## src/rtl/pkg_parameters.sv

```systemverilog
// -----------------------------------------------------------------------------
// pkg_parameters
//   Core-wide parameters shared by the cpu and its memory-side blocks.
//   XLEN : data path width in bits (byte enables are XLEN/8 wide).
// -----------------------------------------------------------------------------
package pkg_parameters;
    localparam int XLEN = 32;
endpackage

```

## src/rtl/mem_arbiter_pkg.sv

```systemverilog
// -----------------------------------------------------------------------------
// mem_arbiter_pkg
//   Types and constants shared by mem_arbiter and arb_tag_pipe.
//   owner_e        : which requester a memory access belongs to.
//   mem_req_t      : one memory access (write enable, address, data, strobes).
//   ARB_MAX_WAIT_W : width of the instruction-port starvation counter.
//   ARB_ADDR_W     : address width carried in mem_req_t; the top-level ADDR_W
//                    must not exceed it.
//   sat_inc()      : saturating increment used by the starvation counter.
// -----------------------------------------------------------------------------
package mem_arbiter_pkg;
    import pkg_parameters::*;

    localparam int ARB_MAX_WAIT_W = 4;
    localparam int ARB_ADDR_W     = 32;

    typedef enum logic {
        OWN_I = 1'b0,
        OWN_D = 1'b1
    } owner_e;

    typedef struct packed {
        logic                  we;
        logic [ARB_ADDR_W-1:0] addr;
        logic [XLEN-1:0]       wdata;
        logic [XLEN/8-1:0]     wstrb;
    } mem_req_t;

    function automatic logic [ARB_MAX_WAIT_W-1:0] sat_inc(
        input logic [ARB_MAX_WAIT_W-1:0] val,
        input logic [ARB_MAX_WAIT_W-1:0] max_val
    );
        return (val >= max_val) ? max_val : val + ARB_MAX_WAIT_W'(1);
    endfunction
endpackage

```

## src/rtl/arb_tag_pipe.sv

```systemverilog
// -----------------------------------------------------------------------------
// arb_tag_pipe
//   DEPTH-deep shift register of {valid, owner} tags. A tag pushed in the
//   cycle a read is issued leaves the last stage exactly DEPTH cycles later,
//   i.e. in the cycle the memory presents that read's data.
//
// Ports
//   clk_i    in   clock
//   rst_i    in   asynchronous active-low reset, clears every stage
//   push_i   in   a read is being issued this cycle
//   owner_i  in   owner of that read (OWN_I / OWN_D)
//   valid_o  out  a tagged read's data is on the memory bus this cycle
//   owner_o  out  owner of that data
// -----------------------------------------------------------------------------
module arb_tag_pipe
    import mem_arbiter_pkg::*;
#(
    parameter int unsigned DEPTH = 1
) (
    input  logic clk_i,
    input  logic rst_i,
    input  logic push_i,
    input  logic owner_i,
    output logic valid_o,
    output logic owner_o
);

    logic [DEPTH-1:0] vld_q;
    logic [DEPTH-1:0] own_q;

    always_ff @(posedge clk_i or negedge rst_i) begin
        if (!rst_i) begin
            vld_q <= '0;
            own_q <= OWN_I;
        end else begin
            vld_q[0] <= push_i;
            own_q[0] <= owner_i;
            for (int k = 1; k < int'(DEPTH); k++) begin
                vld_q[k] <= vld_q[k-1];
                own_q[k] <= own_q[k-1];
            end
        end
    end

    assign valid_o = vld_q[DEPTH-1];
    assign owner_o = own_q[DEPTH-1];

endmodule

```

## src/rtl/mem_arbiter.sv

```systemverilog
// -----------------------------------------------------------------------------
// mem_arbiter
//   Shares one single-port synchronous memory between instruction fetch
//   (port I) and load/store (port D). D has fixed priority, except that once
//   I has lost MAX_WAIT consecutive cycles it is force-granted. Every issued
//   read is tagged with its owner so the returning data is steered back.
//
// Parameters
//   ADDR_W   byte address width (<= ARB_ADDR_W)
//   RD_LAT   memory read latency, 1 or 2
//   MAX_WAIT consecutive I losses before a forced I grant, 1..15
//
// Ports
//   clk_i, rst_i              clock, asynchronous active-low reset
//   i_valid_i/i_ready_o       fetch request / accepted this cycle
//   i_addr_i                  fetch address
//   i_rvalid_o/i_rdata_o      fetch data return
//   d_valid_i/d_ready_o       load/store request / accepted this cycle
//   d_we_i, d_addr_i,
//   d_wdata_i, d_wstrb_i      load/store fields
//   d_rvalid_o/d_rdata_o      load data return
//   mem_en_o, mem_we_o,
//   mem_addr_o, mem_wdata_o,
//   mem_wstrb_o               memory access (driven in the grant cycle)
//   mem_rdata_i               memory read data, RD_LAT cycles after issue
//
// Handshake: a request transfers in any cycle where valid && ready. Ready is
// combinational from this cycle's valids; requesters hold valid and fields
// stable until accepted, and may drop an unaccepted request at any time.
//
// Optional feature (macro ARB_PERF_CNT_EN): adds 32-bit wrapping counters
//   perf_conflict_o  cycles with both valids high
//   perf_starve_o    forced I grants
// -----------------------------------------------------------------------------
module mem_arbiter
    import pkg_parameters::*;
    import mem_arbiter_pkg::*;
#(
    parameter int unsigned ADDR_W   = 32,
    parameter int unsigned RD_LAT   = 1,
    parameter int unsigned MAX_WAIT = 4
) (
    input  logic              clk_i,
    input  logic              rst_i,
    input  logic              i_valid_i,
    output logic              i_ready_o,
    input  logic [ADDR_W-1:0] i_addr_i,
    output logic              i_rvalid_o,
    output logic [XLEN-1:0]   i_rdata_o,
    input  logic              d_valid_i,
    output logic              d_ready_o,
    input  logic              d_we_i,
    input  logic [ADDR_W-1:0] d_addr_i,
    input  logic [XLEN-1:0]   d_wdata_i,
    input  logic [XLEN/8-1:0] d_wstrb_i,
    output logic              d_rvalid_o,
    output logic [XLEN-1:0]   d_rdata_o,
    output logic              mem_en_o,
    output logic              mem_we_o,
    output logic [ADDR_W-1:0] mem_addr_o,
    output logic [XLEN-1:0]   mem_wdata_o,
    output logic [XLEN/8-1:0] mem_wstrb_o,
    input  logic [XLEN-1:0]   mem_rdata_i
`ifdef ARB_PERF_CNT_EN
    ,
    output logic [31:0]       perf_conflict_o,
    output logic [31:0]       perf_starve_o
`endif
);

    localparam logic [ARB_MAX_WAIT_W-1:0] MAX_WAIT_C = ARB_MAX_WAIT_W'(MAX_WAIT);

    logic [ARB_MAX_WAIT_W-1:0] wait_q;
    logic [ARB_MAX_WAIT_W-1:0] wait_d;

    logic     i_starved;
    logic     grant_i;
    logic     grant_d;
    logic     issue_rd;
    mem_req_t req_i;
    mem_req_t req_d;
    mem_req_t req_win;
    logic     tag_valid;
    logic     tag_owner;

    // Raw grants feed the state (wait counter, tag pipe); the ports below are
    // additionally masked by reset so every output reads 0 while rst_i is low,
    // even if requesters keep their valids up.
    always_comb begin
        i_starved = i_valid_i && (wait_q == MAX_WAIT_C);
        grant_d   = d_valid_i && !i_starved;
        grant_i   = i_valid_i && !grant_d;
    end

    always_comb begin
        req_i       = '0;
        req_i.addr  = ARB_ADDR_W'(i_addr_i);

        req_d       = '0;
        req_d.we    = d_we_i;
        req_d.addr  = ARB_ADDR_W'(d_addr_i);
        req_d.wdata = d_wdata_i;
        req_d.wstrb = d_wstrb_i;

        req_win = '0;
        if (rst_i) begin
            if (grant_d) begin
                req_win = req_d;
            end else if (grant_i) begin
                req_win = req_i;
            end
        end
    end

    assign i_ready_o   = rst_i && grant_i;
    assign d_ready_o   = rst_i && grant_d;
    assign mem_en_o    = i_ready_o || d_ready_o;
    assign mem_we_o    = req_win.we;
    assign mem_addr_o  = ADDR_W'(req_win.addr);
    assign mem_wdata_o = req_win.wdata;
    assign mem_wstrb_o = req_win.wstrb;

    // Consecutive-loss counter: any I grant or a dropped I request restarts it.
    always_comb begin
        wait_d = wait_q;
        if (!i_valid_i || grant_i) begin
            wait_d = '0;
        end else begin
            wait_d = sat_inc(wait_q, MAX_WAIT_C);
        end
    end

    always_ff @(posedge clk_i or negedge rst_i) begin
        if (!rst_i) begin
            wait_q <= '0;
        end else begin
            wait_q <= wait_d;
        end
    end

    // Only reads are tagged; stores never return data.
    assign issue_rd = (grant_d && !d_we_i) || grant_i;

    arb_tag_pipe #(
        .DEPTH (RD_LAT)
    ) u_tag_pipe (
        .clk_i   (clk_i),
        .rst_i   (rst_i),
        .push_i  (issue_rd),
        .owner_i (grant_d ? OWN_D : OWN_I),
        .valid_o (tag_valid),
        .owner_o (tag_owner)
    );

    assign i_rvalid_o = tag_valid && (tag_owner == OWN_I);
    assign d_rvalid_o = tag_valid && (tag_owner == OWN_D);
    assign i_rdata_o  = i_rvalid_o ? mem_rdata_i : '0;
    assign d_rdata_o  = d_rvalid_o ? mem_rdata_i : '0;

`ifdef ARB_PERF_CNT_EN
    logic [31:0] perf_conflict_q;
    logic [31:0] perf_starve_q;

    // A forced grant is a starved I beating a pending D request.
    always_ff @(posedge clk_i or negedge rst_i) begin
        if (!rst_i) begin
            perf_conflict_q <= '0;
            perf_starve_q   <= '0;
        end else begin
            if (i_valid_i && d_valid_i) begin
                perf_conflict_q <= perf_conflict_q + 32'd1;
            end
            if (i_starved && d_valid_i) begin
                perf_starve_q <= perf_starve_q + 32'd1;
            end
        end
    end

    assign perf_conflict_o = perf_conflict_q;
    assign perf_starve_o   = perf_starve_q;
`endif

endmodule
```

## config.mk

```make
export PLATFORM = sky130hd
export DESIGN_NAME = mem_arbiter
export DESIGN_NICKNAME = d
export VERILOG_FILES = /design/src/rtl/pkg_parameters.sv /design/src/rtl/mem_arbiter_pkg.sv /design/src/rtl/arb_tag_pipe.sv /design/src/rtl/mem_arbiter.sv
export SDC_FILE = /design/constraint.sdc
export NUM_CORES = 1
export LEC_CHECK = 0
export ABC_AREA = 1
export CORE_AREA = 2 2 107 109
export DETAILED_ROUTE_END_ITERATION = 6
export DIE_AREA = 0 0 109 111
export PLACE_DENSITY_LB_ADDON = 0.2
export SLEW_MARGIN = 20
export SYNTH_ARGS = -nofsm -noshare
export SYNTH_HDL_FRONTEND = slang
export SYNTH_SLANG_ARGS = --single-unit
```

## constraint.sdc

```tcl
create_clock -name clk_i -period 2 [get_ports clk_i]
set_clock_uncertainty 0.15 [all_clocks]
set_input_delay 0.4 -clock clk_i [delete_from_list [all_inputs] [get_ports clk_i]]
set_output_delay 0.4 -clock clk_i [all_outputs]
set_load 0.01 [all_outputs]
```

**After elaboration in Yosys (flattened, before gate mapping)**

Cells that the tools add are included.

- Reductions and logical operators: 15
- Order comparisons: 1
- Bitwise operators: 1
- Add/subtract/negate cells: 1
- Equality and inequality tests: 1
- Multiplexer cells: 8

Operator list:

| cell | number |
|---|---|
| $mux 69 | 2 |
| $mux 68 | 1 |
| $mux 32 | 2 |
| $logic_and 1x1->1 | 8 |
| $mux 4 | 2 |
| $add 4x1->4 const B | 1 |
| $eq 4x3->1 const B | 1 |
| $ge 4x3->1 const B | 1 |
| $logic_not 1->1 | 4 |
| $logic_or 1x1->1 | 3 |
| $mux 1 | 1 |
| $not 1->1 | 1 |

- Bits of input ports: 137
- Output and inout port bits: 138
- Bits in registers: 6
- Logic and storage cells: 30

**Depth between registers and ports, before layout**

Gate-level depths: netlist of the first run.

- Word-level depth: 9
- Depth in mapped cells: 11
- Mapped depth without buffers: 9

**By module**

A second synthesis of the first run with hierarchy kept.

- Cell total of the unflattened synthesis: 328
- Area, all modules: 1715.4 µm²

By module, submodules not included:

| module | times used | cells each | sequential area each (µm²) | area an instance (µm²) |
|---|---|---|---|---|
| mem_arbiter | 1 | 326 | 100.1 | 1665.3 |
| arb_tag_pipe | 1 | 2 | 50.0 | 50.0 |

**Worst setup path before layout of the first run**

No wires, ideal clock.

- Path kind: reg-to-output
- Start point: reg wait_q[0]
- End point: out mem_wdata_o[12]
- Required time: 1.450 ns
- Slack: 0.143 ns
- Data arrival time: 1.307 ns
- Buffers on the path: 2
- Cell stages (with the launch flop): 12
- Path through: dfrtp_1 -> inv_1 -> ha_1 -> nand2_2 -> inv_2 -> nand2_4 -> nand2_8 -> inv_4 -> nand2_2 -> buf_6 -> buf_12 -> nor2_4

- Cells in the longest elaborated chain, start to end: 6

Ends and longest elaborated chain:

| item | line | source |
|---|---|---|
| from (decl) | mem_arbiter.sv:73 | `logic [ARB_MAX_WAIT_W-1:0] wait_q;` |
| from (signal assigned) | mem_arbiter.sv:137 | `wait_q <= wait_d;` |
| $eq 4x3->1 | mem_arbiter.sv:90 | `i_starved = i_valid_i && (wait_q == MAX_WAIT_C);` |
| $logic_and 1x1->1 | mem_arbiter.sv:90 |  |
| $logic_not 1->1 | mem_arbiter.sv:91 | `grant_d = d_valid_i && !i_starved;` |
| $logic_and 1x1->1 | mem_arbiter.sv:91 |  |
| via grant_d | mem_arbiter.sv:78 | `logic grant_d;` |
| $mux 69 | mem_arbiter.sv:107 | `if (grant_d) begin` |
| $mux 69 | mem_arbiter.sv:106 | `if (rst_i) begin` |
| to (decl) | mem_arbiter.sv:61 | `output logic [XLEN-1:0] mem_wdata_o,` |

The timed path passes the listed nets, and every way through them passes these cells.

**Final worst setup path of the first run**

- Start point: reg wait_q[1]
- End point: out mem_wdata_o[1]

The elaborated chain is that of the path after synthesis.

==> results.md, run 1 <==
- Hold Fails Final Rpt: 0
- Failing checks: negative setup slack
- Pins over their slew limit: 0
- First-pass GRT wire length: 15200 um
- Diodes inserted: 0
- Max-Cap Viols: 0
- Area share of the largest cell type after synthesis: between 10% and 20%
- Fill cell count: 1158
- R2R Path Start: wait_q[1]$_DFF_PN0_
- Period utilisation layout: 115%
- Synth top area cells: nor2_1, inv_1, nand2_1, nor2_4, nand4_1
- Crit start category: flop
- Synth Register Bits: 6
- Final worst slack: -291 ps
- Yosys cell types: 21
- Worst Path Arrival: ~1700 ps
- WL final: 9950 um
- Total GRT Usage: 15.6%
- Crit end category: primary output
- Layout Cells excl Fill: 765
- Endpoints failing setup: 72
- DP HPWL: 7960 um
- Die Area: 12100 um^2
- P_leak: between 2 and 3 nW
- Vias per std cell: between 4 and 5
- WP data required: around 1500 ps
- Synth Warn #: 0
- Critical path peak fanout: 8
- I/O pin count: ~280
- Std-Cell Rows: 39
- Syn Std Cell Area: 1720 um^2
- Worst Path Buf+Inv: 6
- Share of cells above drive strength 1: roughly 34%
- Buffers on Ports: between 200 and 300
- Longest Clk Path Bufs: 2
- GP Congestion: 0.784
- Antenna Violating Nets Remaining: 0
- Synth Instances: 328
- Critical path class: reg -> out
- Worst path most repeated cell: nand2_8
- Initial Util: 15.5%
- Worst hold margin: 285 ps
- Final routed wire length divided by cell count: 13.0 um
- Setup_tns: -14290 ps
- Final worst path period need: 2290 ps
- CTS tree: built
- Clock transition at path regs: roughly 30 ps
- Chip Width: roughly 110 um
- Area grow syn2layout: 197%
- Hold buffers post-CTS: 0
- Total number of vias: between 3000 and 4000
- Sequential area share after synthesis: 8.75%
- HP Class: in -> async
- CP peak stage delay: 330 ps
- Num CTS Buffers: 3
- Top delay family on crit path: buffers and inverters
- Vias in the first global route: 3133
- Slowest cell on crit path: dfrtp_1
- H-tree levels: 1
- Cells after DPL: 741
- RSZ-0062 raised after global routing: true
- F_max: about 440 MHz
- Initial DRC Count: 93
- CTS Root Cell: clkbuf_16
- Avg Cell Area, Syn: 5.23 um^2
- Reg2reg setup slack: around 570 ps
- R2r worst-path depth: 9
- Nets@finish: 763
- Chip Height: around 110 um
- Cell Chain, Critical Path: inv_1 > ha_2 > nand2_2 > inv_2 > nand2_4 > nand2_8 > inv_6 > nand2_8 > buf_16 > buf_12 > nor2_4 > buf_6
- Area leader, netlist: nor2_1
- Total global routing overflow: 0
- IR drop worst, VDD: 0.195 mV
- RR Endpoint: u_tag_pipe.valid_o$_DFF_PN0_
- Status: complete, but fails checks
- Mapped Nets: 467
- Initial antenna violation count: 1
- CTS sink cnt: 6
- # DRC: 0
- Pre-CTS setup slack: -730 ps
- Final core utilization: 45.9%
- Largest net degree at the start of global routing: 34
- TritonRoute pass-1 iters: 4
- Worst-skew pair later-pin latency: 230 ps
- Total core area: 11100 um^2
- Power Dens Cells: roughly 280 nW/um^2
## cell usage in the layout (no fill, tap or decap), types with 22 or more instances in the layout
cell type        count
nor2_4              36
nor2_1              71
clkbuf_2            22
dlygate4sd2_1       39
nand4_1             32
buf_2               28
buf_6               52
inv_1               77
clkdlybuf4s50_1    133
nand2_1             38
nand2_2             25
## cells in the mapped netlist (all sizes together)
cell / instances
nor3: 1
ha: 2
dfrtp: 6
o21ai: 2
inv: 79
nand3: 1
nand4: 32
clkbuf: 12
nand2: 71
conb: 1
nor2: 109
buf: 12
## power breakdown
group	total, mW	internal (mW)	leakage (nW)	switching (mW)
clock	0.319	0.256	0.0370	0.0631
combinational	0.981	0.558	2.65	0.423
sequential	0.131	0.128	0.0763	0.00338
total	1.43	0.943	2.76	0.489
## layout make-up
type	instances	area (um^2)	share of cell area, %
clock buffer	3	75.1	1.48
inverter	79	302	5.93
multi-input combinational	219	1340	26.4
sequential	6	150	2.95
tap	143	179	3.52
timing repair buffer	315	3040	59.7
## per-layer routing
layer | up-vias | GRT usage (%) | share of wire (%)
li1 | 1542 | - | -
met1 | 1358 | 15.0 | 32
met2 | 174 | 30.1 | 53
met3 | 12 | 5.82 | 13
met4 | 2 | 4.36 | 1.4
met5 | - | 0 | 0.19
## how the worst max path moves through the flow
stage	cells past startpoint	start	slack, ps	endpoint
finish	12	wait_q[1]$_DFF_PN0_	-290	mem_wdata_o[1]
global route	12	wait_q[0]$_DFF_PN0_	-390	mem_wdata_o[1]
CTS	13	wait_q[1]$_DFF_PN0_	-320	mem_addr_o[16]
global placement	7	rst_i	-730	mem_addr_o[18]
detailed placement	7	rst_i	-730	mem_addr_o[18]
floorplan	11	wait_q[0]$_DFF_PN0_	140	mem_wdata_o[12]
## per-stage QoR
step           instance area, um^2  power, mW
3_3_place_gp                  4690       1.05
2_1_floorplan                 1720      0.451
5_1_grt                       5090       1.52
4_1_cts                       4970       1.42
3_5_place_dp                  4690       1.06
6_report                      5090       1.43
## cell families (layout without fill, tap and decap cells)
| family | Yosys count | count (layout) | share of synthesized area, % |
|---|---|---|---|
| simple gates | 214 | 214 | 62.5 |
| buf+inv | 103 | 397 | 26.5 |
| flops | 6 | 6 | 8.75 |
| fa+ha+maj | 2 | 2 | 1.46 |
| compound gates | 2 | 2 | 0.584 |
| other cells | 1 | 1 | 0.219 |
## worst reg2reg max path, delay by kind of cell, from the launching register on
kind | cells | cell delay, ps
adders and majority gates | 1 | 180
AOI/OAI and AO/OA | 1 | 90
DFF | 1 | 330
buffers and inverters | 3 | 250
and+or+nand+nor | 4 | 300
## sequential cells by signal (all words and copies together) (netlist names)
register and count:
wait_q 4, u_tag_pipe.valid_o 1, u_tag_pipe.owner_o 1
## what timing repair did
action	4_1_cts	5_1_grt
resized for setup	450	97
pin swaps	18	5
cloned	6	0
buffers inserted	13	4
endpoints found under the setup margin	137	95
Note: power is estimated with default switching activity, not from simulation.
==> run 2, diff against run 1 <==
--- a/config.mk
+++ b/config.mk
@@ -6,10 +6,11 @@
 export NUM_CORES = 1
 export LEC_CHECK = 0
 export ABC_AREA = 1
-export CORE_AREA = 2 2 107 109
+export CORE_AREA = 2 2 105 107
 export DETAILED_ROUTE_END_ITERATION = 6
-export DIE_AREA = 0 0 109 111
+export DIE_AREA = 0 0 107 109
 export PLACE_DENSITY_LB_ADDON = 0.2
+export SETUP_SLACK_MARGIN = 0.5
 export SLEW_MARGIN = 20
 export SYNTH_ARGS = -nofsm -noshare
 export SYNTH_HDL_FRONTEND = slang
==> constraint.sdc (replaced) <==
create_clock -name clk_i -period 2.9 [get_ports clk_i]
set_clock_uncertainty 0.15 [all_clocks]
set_input_delay 0.58 -clock clk_i [delete_from_list [all_inputs] [get_ports clk_i]]
set_output_delay 0.58 -clock clk_i [all_outputs]
set_load 0.01 [all_outputs]
==> run 2 against run 1 <==
The run now ends clean. Combinational power down 30%. Final area up 0.20%. Worst setup slack better by 700 ps. First-iteration DRC count down 40%. Clock power down 61%. Sequential share of layout area about the same. Hold slack better by 84 ps. Critical endpoint is now mem_addr_o[26].
==> results.md, run 2 (same netlist as run 1, synthesis figures left out) <==
- Sw Pwr: 0.331 mW (-32%)
- Chip Height: 109 um (-1.8%)
- Status: completed
- Sw Share: 36.9% (+2.7 points)
- Logic gate share of total power: 76.1% (+7.6 points)
- Seq pwr share: 10.1% (+0.9 points)
- Vias in the first global route: 2981 (-4.9%)
- Placed cell area: 4610 um^2 (-1.7%)
- Num CTS Buffers: 3 (unchanged)
- Total core area: 10600 um^2 (-4.3%)
- First-pass GRT wire length: 14500 um (-4.3%)
- Max reg flops: 4 (unchanged)
- Die Area: 11700 um^2 (-3.6%)
- I/O pin count: 275 (unchanged)
- CTS sink cnt: 6 (unchanged)
- Area grow syn2layout: 197%
- WP data required: 2170 ps (+720 ps)
- Buffers on Ports: 274 (unchanged)
- F_max: 401 MHz
- Initial Util: 16.2% (+0.69 points)
- Endpoints failing setup: 0 (-100%)
- Period utilisation layout: between 80 and 90%
- Largest net degree at the start of global routing: 35 (+2.9%)
- Max-Cap Viols: 0 (unchanged)
- Worst-skew pair later-pin latency: 220 ps (about the same)
- Register with the most flip-flops: wait_q
- Antenna Violating Nets Remaining: 0 (unchanged)
- Fill cell count: 1090 (-5.9%)
- Diodes inserted: 0 (unchanged)
- Crit end category: primary output
- IR drop worst, VDD: 0.141 mV (-28%)
- Share of cells above drive strength 1: 32.2% (-1.9 points)
- RSZ-0062 raised after global routing: true
- Clock power share: 13.8% (-8.5 points)
- Power Dens Cells: 176 nW/um^2 (-37%)
- Vias per std cell: 4.02 (-0.42%)
- Std-Cell Rows: 38 (-2.6%)
- Post-layout power: 0.899 mW (-37%)
- Int Power: 0.568 mW (-40%)
- Initial antenna violation count: 0 (-1)
- Chip Width: 107 um (-1.8%)
- Initial DRC Count: 56 (-40%)
- GP Congestion: 0.756 (-3.5%)
- H-tree levels: 1 (unchanged)
- CTS tree: built
- DP HPWL: 7630 um (-4.2%)
- Final worst path period need: ~2500 ps
- WL final: 10100 um (+1.1%)
- Most frequent cells in the layout: clkdlybuf4s50_1, nor2_1, inv_1
- Commonest non-fill, non-tap cell in the layout: clkdlybuf4s50_1
- Critical path class: reg -> out
- Hold Fails Final Rpt: 0 (unchanged)
- Pins over their slew limit: 0 (unchanged)
- Nets@finish: 766 (+0.39%)
- Total global routing overflow: 0 (unchanged)
- Total GRT Usage: 15.6% (+0.051 points)
- Clock transition at path regs: 40 ps (about the same)
- P_leak: 2.90 nW (+4.9%)
- Longest Clk Path Bufs: 2 (unchanged)
- CTS Root Cell: clkbuf_8
- Worst Path Arrival: 1760 ps (+20 ps)
- Final routed wire length divided by cell count: 13.1 um (+1.1%)
- Total number of vias: 3075 (-0.42%)
- Critical path peak fanout: 8 (unchanged)
- # DRC: 0 (unchanged)
- HP Class: reg -> reg
- Setup_tns: 0 ps (+14290 ps)
- TritonRoute pass-1 iters: 4 (unchanged)
- Reg2reg setup slack: 1460 ps (+890 ps)
- Crit start category: flop
- Final instance area: 5100 um^2 (+0.20%)
## run 2: cell types whose count changed in the layout (fill, tap and decap cells not counted), sizes merged
| cell | before | now |
|---|---|---|
| clkdlybuf4s50 | 133 | 135 |
| clkbuf | 25 | 6 |
| clkdlybuf4s15 | 8 | 1 |
| dlygate4sd2 | 39 | 65 |
| inv | 79 | 78 |
| clkinvlp | 0 | 2 |
## run 2: layer usage
layer	wire, um	share of wire [%]	global-route usage (%)	up-vias
met5	0	0	0	-
met4	141	1.4	4.82	0
met3	983	9.8	4.06	10
met2	5530	55	32.4	177
met1	3410	34	14.8	1337
li1	-	-	-	1551
## run 2: stage by stage
step / utilization [%] / hold WS, ps / std cells / setup WS (ps)
after floorplan: - / 134 / 328 / 764
after global placement: 43.5 / 306 / 731 / -199
after detailed placement: 43.5 / 320 / 731 / -217
after CTS: 45.7 / 375 / 760 / 378
after global routing: 48.1 / 415 / 765 / 289
final: 48.1 / 369 / 765 / 408
## run 2: final timing paths
check	startpoint	endpoint	cells after the start
setup / recovery	wait_q[0]$_DFF_PN0_	mem_addr_o[26]	13
hold / removal	wait_q[2]$_DFF_PN0_	wait_q[1]$_DFF_PN0_	3
setup reg to reg	wait_q[0]$_DFF_PN0_	u_tag_pipe.valid_o$_DFF_PN0_	9
hold reg to reg	wait_q[2]$_DFF_PN0_	wait_q[1]$_DFF_PN0_	3
max in group asynchronous	rst_i	wait_q[2]$_DFF_PN0_	2
min in group asynchronous	rst_i	wait_q[3]$_DFF_PN0_	2
## run 2: final cells by class
class	instances	area [um^2]	area share [%]
clock buffers	3	41.3	0.810
flip-flops and latches	6	150	2.95
repair buffers	317	3080	60.3
well taps	140	175	3.44
inverters	79	305	5.99
repair inverters	1	7.51	0.147
multi-input cells	219	1340	26.3
## run 2: timing repair
action,4_1_cts,5_1_grt
cloned,8,1
pin swaps,24,5
setup endpoints to repair,136,73
hold buffers,0,0
resized for setup,386,102
setup buffers,18,4
## run 2: critical path: stages (launching register included)
cell,delay [ps]
dfrtp_1,350
inv_2,50
ha_4,150
nand2_2,60
inv_2,40
nand2_4,80
nand2_8,80
nor2_4,110
buf_6,120
buf_6,120
buf_16,140
nand2_2,40
nand2_1,60
buf_2,130
## run 2: power by group through the flow
stage | sequential [mW] | combinational, mW | clock, mW
after floorplan | 0.0910 | 0.220 | 0
after global placement | 0.0914 | 0.619 | 0
after detailed placement | 0.0915 | 0.623 | 0
after CTS | 0.0907 | 0.645 | 0.128
after global routing | 0.0914 | 0.734 | 0.136
final | 0.0908 | 0.684 | 0.124
==> run 3, diff against run 2 <==
--- a/config.mk
+++ b/config.mk
@@ -9,6 +9,7 @@
 export CORE_AREA = 2 2 105 107
 export DETAILED_ROUTE_END_ITERATION = 6
 export DIE_AREA = 0 0 107 109
+export GPL_TIMING_DRIVEN = 0
 export PLACE_DENSITY_LB_ADDON = 0.2
 export SETUP_SLACK_MARGIN = 0.5
 export SLEW_MARGIN = 20
==> run 3 against run 2 <==
Final cell count up 0.78%. Power shrank 3.8%. Sequential power increased by 0.7%. Die area stayed put. Final area down 2.9%. Count of clock-buffer cells in the layout is the same. Critical endpoint is now mem_addr_o[12]. Largest power group unchanged. Highest routed layer unchanged.
==> results.md, run 3 (same netlist as run 1, synthesis figures left out) <==
- Total global routing overflow: 0 (unchanged)
- Fill cell count: 1106 (+1.5%)
- Diodes inserted: 0 (unchanged)
- Setup_tns: 0 ps (unchanged)
- Reg area: 150 um^2 (unchanged)
- TritonRoute pass-1 iters: 4 (unchanged)
- GP Congestion: 0.717 (-5.2%)
- Crit start category: flop
- Hold Fails Final Rpt: 0 (unchanged)
- RR Endpoint: u_tag_pipe.valid_o$_DFF_PN0_
- Placed cell area: 4620 um^2 (+0.22%)
- Seq pwr share: 10.6% (+0.5 points)
- Share of cells above drive strength 1: 28.7% (-3.5 points)
- Num CTS Buffers: 3 (unchanged)
- Worst path most repeated cell: nand2_2
- Power Dens Cells: 175 nW/um^2 (-0.97%)
- Int Power: 0.554 mW (-2.5%)
- Critical path class: reg -> out
- # DRC: 0 (unchanged)
- Chip Width: 107 um (unchanged)
- Initial DRC Count: 125 (+120%)
- Reg2reg setup slack: 1450 ps (about the same)
- Endpoints failing setup: 0 (unchanged)
- Total core area: 10600 um^2 (unchanged)
- CTS tree: built
- IR drop worst, VDD: 0.0950 mV (-32%)
- Total number of vias: 3056 (-0.62%)
- WL final: 9410 um (-6.4%)
- Sw Share: 36.0% (-0.88 points)
- Worst Path Arrival: 1750 ps (about the same)
- Area grow syn2layout: 189%
- Clock transition at path regs: 40 ps (about the same)
- Sw Pwr: 0.311 mW (-6.1%)
- H-tree levels: 1 (unchanged)
- Hold buffers post-CTS: 0 (unchanged)
- Layout Cells excl Fill: 771 (+0.78%)
- Period utilisation layout: 85.6% (-0.38 points)
- Pins over their slew limit: 0 (unchanged)
- Longest Clk Path Bufs: 2 (unchanged)
- RSZ-0062 raised after global routing: true
- Vias per std cell: 3.96 (-1.4%)
- Cells after DPL: 741 (+1.4%)
- Final routed wire length divided by cell count: 12.2 um (-7.1%)
- CP peak stage delay: 370 ps (+20 ps)
- Std-Cell Rows: 38 (unchanged)
- Nets@finish: 772 (+0.78%)
- Buffers on Ports: 273 (-0.36%)
- I/O pin count: 275 (unchanged)
- DP HPWL: 7820 um (+2.6%)
- Max-Cap Viols: 0 (unchanged)
- Worst Path Buf+Inv: 6 (unchanged)
- CP Launch Point: wait_q[0]$_DFF_PN0_
- Die Area: 11700 um^2 (unchanged)
- Worst-skew pair later-pin latency: 220 ps (about the same)
- Chip Height: 109 um (unchanged)
- P_leak: 2.82 nW (-2.9%)
- Logic gate share of total power: 75.2% (-0.9 points)
- Final instance area: 4950 um^2 (-2.9%)
- Critical path peak fanout: 5 (-3)
- Critical Path Sink: mem_addr_o[12]
- HP Class: in -> async
- Top delay family on crit path: buffers and inverters
- CTS sink cnt: 6 (unchanged)
- Largest net degree at the start of global routing: 11 (-69%)
- Final worst path period need: 2480 ps (-11.0 ps)
- Area of the multi-input gates: 1210 um^2 (-9.8%)
- R2R Path Start: wait_q[0]$_DFF_PN0_
- Max reg flops: 4 (unchanged)
- Crit end category: primary output
- Cell Chain, Critical Path: inv_1 > ha_2 > nand2_2 > inv_2 > nand2_4 > nand2_8 > nor2_4 > buf_6 > buf_12 > buf_8 > nand2_2 > nand2_1 > buf_2
- Commonest non-fill, non-tap cell in the layout: clkdlybuf4s50_1
- Slowest cell on crit path: dfrtp_1
- F_max: 403 MHz (+0.44%)
- Vias in the first global route: 2948 (-1.1%)
- R2r worst-path depth: 9 (unchanged)
- CTS Root Cell: clkbuf_8
- Initial antenna violation count: 0 (unchanged)
- Register with the most flip-flops: wait_q
- Levels on crit path: 13 (unchanged)
- Antenna Violating Nets Remaining: 0 (unchanged)
- WP data required: 2170 ps (about the same)
- Status: completed
- Most frequent cells in the layout: clkdlybuf4s50_1, nor2_1, inv_1
- Total GRT Usage: 14.6% (-1.1 points)
- Initial Util: 16.2% (unchanged)
- First-pass GRT wire length: 13900 um (-4.3%)
- Clock power share: 14.3% (+0.5 points)
[run 3: power groups by stage]
| stage | clock network [mW] | registers (mW) | logic, mW |
|---|---|---|---|
| after detailed placement | 0 | 0.0923 | 0.622 |
| after floorplan | 0 | 0.0910 | 0.220 |
| after CTS | 0.127 | 0.0912 | 0.606 |
| after global placement | 0 | 0.0919 | 0.619 |
| final | 0.123 | 0.0914 | 0.650 |
| after global routing | 0.134 | 0.0920 | 0.703 |
[run 3: metal layers]
| metal | routed length [um] | GRT usage [%] |
|---|---|---|
| met1 | 3340 | 14.9 |
| met2 | 5130 | 29.9 |
| met3 | 838 | 3.17 |
| met4 | 106 | 3.06 |
| met5 | 0 | 0 |
[run 3: repair_timing]
| action | 4_1_cts | 5_1_grt |
|---|---|---|
| pin swaps | 6 | 9 |
| gates resized for setup | 374 | 93 |
| cloned | 5 | 1 |
| endpoints found under the setup margin | 137 | 73 |
| setup buffers | 18 | 3 |
[run 3: area by class of cell]
cell class	count	share of cell area, %
plain buffers	24	4.78
clock buffers	3	0.834
inverters	79	6.09
multi-input cells	219	24.5
flip-flops and latches	6	3.03
well taps	140	3.54
repair buffers	300	57.3
[run 3: per-stage QoR]
stage | hold slack [ps] | worst slack [ps] | util [%] | total power [mW]
3_3_place_gp | 303 | -541 | 43.6 | 0.711
6_report | 36.0 | 419 | 46.7 | 0.865
5_1_grt | 43.1 | 296 | 46.7 | 0.929
2_1_floorplan | 134 | 764 | - | 0.311
4_1_cts | 39.3 | 386 | 43.8 | 0.824
3_5_place_dp | 329 | -562 | 43.6 | 0.714
[run 3: worst min path at each step]
stage / startpoint / end / slack [ps] / depth (start not counted)
5_1_grt: rst_i / wait_q[2]$_DFF_PN0_ / 40 / 1
2_1_floorplan: rst_i / u_tag_pipe.owner_o$_DFF_PN0_ / 130 / 0
4_1_cts: rst_i / wait_q[2]$_DFF_PN0_ / 40 / 1
6_report: rst_i / wait_q[2]$_DFF_PN0_ / 40 / 1
3_5_place_dp: wait_q[0]$_DFF_PN0_ / wait_q[0]$_DFF_PN0_ / 330 / 1
3_3_place_gp: wait_q[0]$_DFF_PN0_ / wait_q[0]$_DFF_PN0_ / 300 / 1
[run 3: worst reg2reg max path, cell delays in order, from the launching register on]
cell and delay, ps:
dfrtp_1 340, inv_1 50, ha_2 180, nand2_2 60, inv_2 40, nand2_4 80
nand2_8 80, buf_4 160, nand2_1 80, o21ai_0 100
